File: config.mk
export PLATFORM = sky130hd
export DESIGN_NAME = mem_access_ctrl
export DESIGN_NICKNAME = d
export VERILOG_FILES = /design/src/rtl/mem_access_ctrl.sv
export SDC_FILE = /design/constraint.sdc
export NUM_CORES = 1
export LEC_CHECK = 0
export CAP_MARGIN = 10
export CELL_PAD_IN_SITES_DETAIL_PLACEMENT = 1
export CELL_PAD_IN_SITES_GLOBAL_PLACEMENT = 1
export CORE_ASPECT_RATIO = 1.5
export CORE_MARGIN = 3
export CORE_UTILIZATION = 34
export DETAILED_ROUTE_END_ITERATION = 12
export GPL_TIMING_DRIVEN = 1
export MAX_ROUTING_LAYER = met4
export PLACE_DENSITY_LB_ADDON = 0.1
export SYNTH_ARGS = -nofsm -noshare
export SYNTH_HDL_FRONTEND = slang
export SYNTH_SLANG_ARGS = --single-unit
export TNS_END_PERCENT = 10
File: constraint.sdc
create_clock -name clk -period 3.1 [get_ports clk]
set_input_delay 0.31 -clock clk [delete_from_list [all_inputs] [get_ports clk]]
set_output_delay 0.31 -clock clk [all_outputs]
set_load 0.02 [all_outputs]
File: src/rtl/mem_access_ctrl.sv
// Instruction fetch / load-store sequencer for the shared 16-bit memory address bus.
// Owns the PC, runs the mem_req/mem_ready handshake and latches fetched words and load data.
module mem_access_ctrl #(
  parameter int                ADDR_W   = 16,
  parameter int                DATA_W   = 32,
  parameter logic [ADDR_W-1:0] RESET_PC = 16'h0000,
  parameter int                PC_STEP  = 1,
  parameter int                MAX_WAIT = 15
) (
  input  logic              clk,
  input  logic              rst,
  input  logic              mem_ready,
  input  logic [DATA_W-1:0] mem_rdata,
  input  logic              ls_start,
  input  logic              ls_is_store,
  input  logic [DATA_W-1:0] ls_wdata,
  input  logic              branch_valid,
  input  logic [ADDR_W-1:0] branch_target,
  output logic [ADDR_W-1:0] pc_addr,
  output logic              sel_add_bus,
  output logic              mem_req,
  output logic              mem_we,
  output logic [DATA_W-1:0] mem_wdata,
  output logic [DATA_W-1:0] ir,
  output logic              ir_valid,
  output logic [DATA_W-1:0] ld_data,
  output logic              ld_valid,
  output logic              busy,
  output logic              mem_fault
);

  typedef enum logic [2:0] {
    ST_RESET,
    ST_FETCH,
    ST_DECODE,
    ST_LS,
    ST_FAULT
  } state_t;

  localparam int                WAIT_W    = (MAX_WAIT < 2) ? 1 : $clog2(MAX_WAIT + 1);
  localparam logic [WAIT_W-1:0] WAIT_LAST = (MAX_WAIT > 0) ? WAIT_W'(MAX_WAIT - 1) : '0;
  localparam logic [ADDR_W-1:0] PC_INC    = ADDR_W'(PC_STEP);

  state_t              state;
  state_t              state_next;
  logic [WAIT_W-1:0]   wait_cnt;
  logic                wait_expired;
  logic                pend_branch;
  logic [ADDR_W-1:0]   pend_target;

  always_ff @(posedge clk) begin
    if (rst) begin
      state <= ST_RESET;
    end else begin
      state <= state_next;
    end
  end

  // An unanswered request faults on the cycle the wait counter would reach MAX_WAIT.
  always_comb begin
    state_next   = state;
    mem_req      = 1'b0;
    sel_add_bus  = 1'b0;
    busy         = 1'b1;
    wait_expired = (MAX_WAIT != 0) && !mem_ready && (wait_cnt == WAIT_LAST);
    case (state)
      ST_RESET: begin
        state_next = ST_FETCH;
      end
      ST_FETCH: begin
        mem_req = 1'b1;
        if (mem_ready) begin
          state_next = ST_DECODE;
        end else if (wait_expired) begin
          state_next = ST_FAULT;
        end
      end
      ST_DECODE: begin
        busy       = 1'b0;
        state_next = ls_start ? ST_LS : ST_FETCH;
      end
      ST_LS: begin
        mem_req     = 1'b1;
        sel_add_bus = 1'b1;
        if (mem_ready) begin
          state_next = ST_FETCH;
        end else if (wait_expired) begin
          state_next = ST_FAULT;
        end
      end
      ST_FAULT: begin
        state_next = ST_FAULT;
      end
      default: begin
        state_next = ST_RESET;
      end
    endcase
  end

  always_ff @(posedge clk) begin
    if (rst) begin
      pc_addr     <= RESET_PC;
      ir          <= '0;
      ir_valid    <= 1'b0;
      ld_data     <= '0;
      ld_valid    <= 1'b0;
      mem_we      <= 1'b0;
      mem_wdata   <= '0;
      mem_fault   <= 1'b0;
      wait_cnt    <= '0;
      pend_branch <= 1'b0;
      pend_target <= '0;
    end else begin
      ir_valid <= 1'b0;
      ld_valid <= 1'b0;

      if (mem_req && !mem_ready && (state_next == state)) begin
        wait_cnt <= wait_cnt + 1'b1;
      end else begin
        wait_cnt <= '0;
      end

      if (state_next == ST_FAULT) begin
        mem_fault <= 1'b1;
      end

      case (state)
        ST_FETCH: begin
          if (mem_ready) begin
            ir       <= mem_rdata;
            ir_valid <= 1'b1;
            pc_addr  <= pc_addr + PC_INC;
          end
        end
        // A branch arriving alongside a load/store is parked until the access completes.
        ST_DECODE: begin
          if (ls_start) begin
            mem_we      <= ls_is_store;
            mem_wdata   <= ls_wdata;
            pend_branch <= branch_valid;
            pend_target <= branch_target;
          end else if (branch_valid) begin
            pc_addr <= branch_target;
          end
        end
        ST_LS: begin
          if (mem_ready) begin
            if (!mem_we) begin
              ld_data  <= mem_rdata;
              ld_valid <= 1'b1;
            end
            if (pend_branch) begin
              pc_addr <= pend_target;
            end
          end
          if (state_next != ST_LS) begin
            mem_we      <= 1'b0;
            pend_branch <= 1'b0;
          end
        end
        default: begin
        end
      endcase
    end
  end

endmodule

==> metrics.yaml <==
run_status:
  status: "completed"
clock_network:
  path_clk_slew_ns: 0.06
  clock-sinks: 140
  cts_resized: 0
  clock_latency_ns: 0.41
  htree_num_levels: 4
  postCtsSetupBuffers: 0
  cts_buffer_depth: 2
  cts_tree: "built"
  numCtsBuffers: 17
  holdBufCountCts: 0
  cts-root-buf: "clkbuf_16"
worst_setup_path:
  critPathMaxFanout: 11
  crit_arrival_ns: 2.08
  path_cells: "nor2b_2 > nand2b_1 > clkdlybuf4s50_1"
  worstPathRequired_ns: 2.79
  setup.worst_path.class: "reg2out"
  endpoint_kind: "output port"
  slowest_delay_ns: 0.58
  startpoint_type: "flop"
  path_delay_family: "buffers and inverters"
  slowest_stage: "clkdlybuf4s50_1"
  path_buf_inv: 1
power:
  ir_worst_vdd_uv: 263
  cellPowerDensity_nw_per_um2: 516
  p_total_w: 0.00430
  p_leak_nw: 2.81
synthesis:
  syn-instance-count: 708
  syn_nets: 797
  yosysWarningCount: 0
  netlist_area_um2: 5550
  synthTopCellsByArea: "dfxtp_1, nand2_1, a21oi_1"
  synth_top_family_by_area: "simple AND/OR/NAND/NOR gates"
  ys_ff_latch: 140
  synthTopCellsByCount: "nand2_1, dfxtp_1, a21oi_1, clkbuf_1, nor2_1"
  synth-xor-area-share_pct: 0.473
  synth_top_area_cell: "dfxtp_1"
  synth_fa_ha_area_share_pct: 0.676
  synth_edf_count: 0
  synth_compound_area_share_pct: 17.1
  yosysMostFrequentCell: "nand2_1"
  syn_area_per_cell_um2: 7.84
  async_reset_ff_share_pct: 0
  synth_top_area_share_pct: 50.5
  yosys.area_share.simple_pct: 24.1
  synthFlopType: "dfxtp_1"
  ys_seq_area_share_pct: 50.5
  synth_cell_types: 47
  synth.area.mux_share_pct: 2.97
floorplan:
  die_area_um2: 17900
  chipHeight_um: 163
  rows: 56
  initial_core_util_pct: 35.1
  ioPinCount: 205
  core-area_um2: 15800
  die_w_um: 110
drt:
  route.detailed.drc: 0
  post_drt_via_cell_ratio: 5.13
  dr.pass1.iters: 4
  vias: 5695
  ant_nets: 0
  drt-initial-drc-count: 254
  drt-wirelength-per-cell_um: 17.2
  wirelength_um: 19100
sta:
  setup_viol: 0
  hold_viol: 0
  slew_headroom_pct: 50.1
  slew_violations: 0
  tightest_slew_ns: 0.748
  fin_ws_ns: 0.705
  setup-tns-final_ns: 0
  final.min_clock_period_ns: 2.39
  fin_skew_ns: 0.0116
  fin_crit_sh_pct: 77.3
  rsz0062_at_grt: "false"
  timing.fmax_ghz: 0.418
place:
  dp_hpwl_um: 13500
  portBuffers: 204
  pre_cts_ws_ns: 0.760
  place_area_um2: 7760
  place_congestion: 0.795
global_routing:
  grt_max_degree: 66
  grt-ovfl-total: 0
  antenna_found_initial: 0
  grt_usage_pct: 21.7
  grt_pass1_wl_um: 29800
  grt_pass1_vias: 5997
final_layout:
  multi_input_area_um2: 2530
  antenna_cells: 0
  fin_area_um2: 8320
  fin_nets: 983
  ff_latch_area_um2: 2800
  synthToLayoutAreaGrowth_pct: 49.9
  drive_gt1_share_pct: 6.73
  n_fill_cell: 1948
min_path:
  hold_class: "in2reg"
run:
  cap_violations: 0
## cells in the final DEF, fill, tap and decap left out, drive strengths merged, types with 12 or more instances in the layout
cell and instances:
clkdlybuf4s50 203, o21ai 18, nor2 29, nand2 237, clkbuf 19, dfxtp 140, buf 15, inv 13
mux2i 12, a21oi 126
## kinds of logic after synthesis
family,after synthesis
and+or+nand+nor,316
AOI/OAI and AO/OA,171
DFF,140
buffers and inverters,59
muxes,16
xor gates and xnor gates,3
adders and majority gates,3
## worst register-to-register path: stages (launching register included)
cell,delay [ns]
dfxtp_1,0.47
ha_1,0.43
inv_1,0.15
or4_4,0.57
o31a_1,0.26
o32ai_2,0.19
## where the power goes
group	leakage [nW]	internal (W)	switching (W)
clock	0.262	0.00112	0.000827
combinational	1.41	0.000228	0.000245
sequential	1.13	0.00184	0.0000322
total	2.81	0.00319	0.00110
## sequential cells by signal, summed over array words and instances (netlist names)
| register | count |
|---|---|
| ld_data | 32 |
| wait_cnt | 4 |
| mem_wdata | 32 |
| ld_valid | 1 |
| state | 3 |
| pend_target | 16 |
| mem_we | 1 |
| pend_branch | 1 |
| ir_valid | 1 |
| pc_addr | 16 |
| ir | 32 |
| mem_fault | 1 |
## final timing paths
path         slack [ns]         start  cells past startpoint            end
max                0.71      state[1]                      3           busy
min                0.44  ls_wdata[18]                      3  mem_wdata[18]
max reg2reg        0.94    pc_addr[0]                      5    pc_addr[12]
min reg2reg        0.45     mem_fault                      2      mem_fault
## layer usage
metal | part of all wire (%) | track usage, %
met5 | 0 | -
met1 | 39 | 22.7
met4 | 2.2 | 7.45
met2 | 53 | 39.4
met3 | 5.4 | 4.80
## final cells by class
cell class | count | area share [%]
Multi-Input combinational cell | 509 | 30.4
Inverter | 8 | 0.361
Clock inverter | 13 | 1.56
Tap cell | 203 | 3.05
Timing Repair Buffer | 218 | 25.8
Sequential cell | 140 | 33.7
Clock buffer | 19 | 5.20
## through the flow
step | utilization [%] | hold slack [ns] | std cells
after floorplan | - | 0.430 | 708
after global placement | 49.0 | 0.440 | 1078
after detailed placement | 49.0 | 0.441 | 1078
after CTS | 52.6 | 0.423 | 1110
after global routing | 52.6 | 0.435 | 1110
final | 52.6 | 0.442 | 1110
No activity file was read; power rests on OpenSTA's default activity.
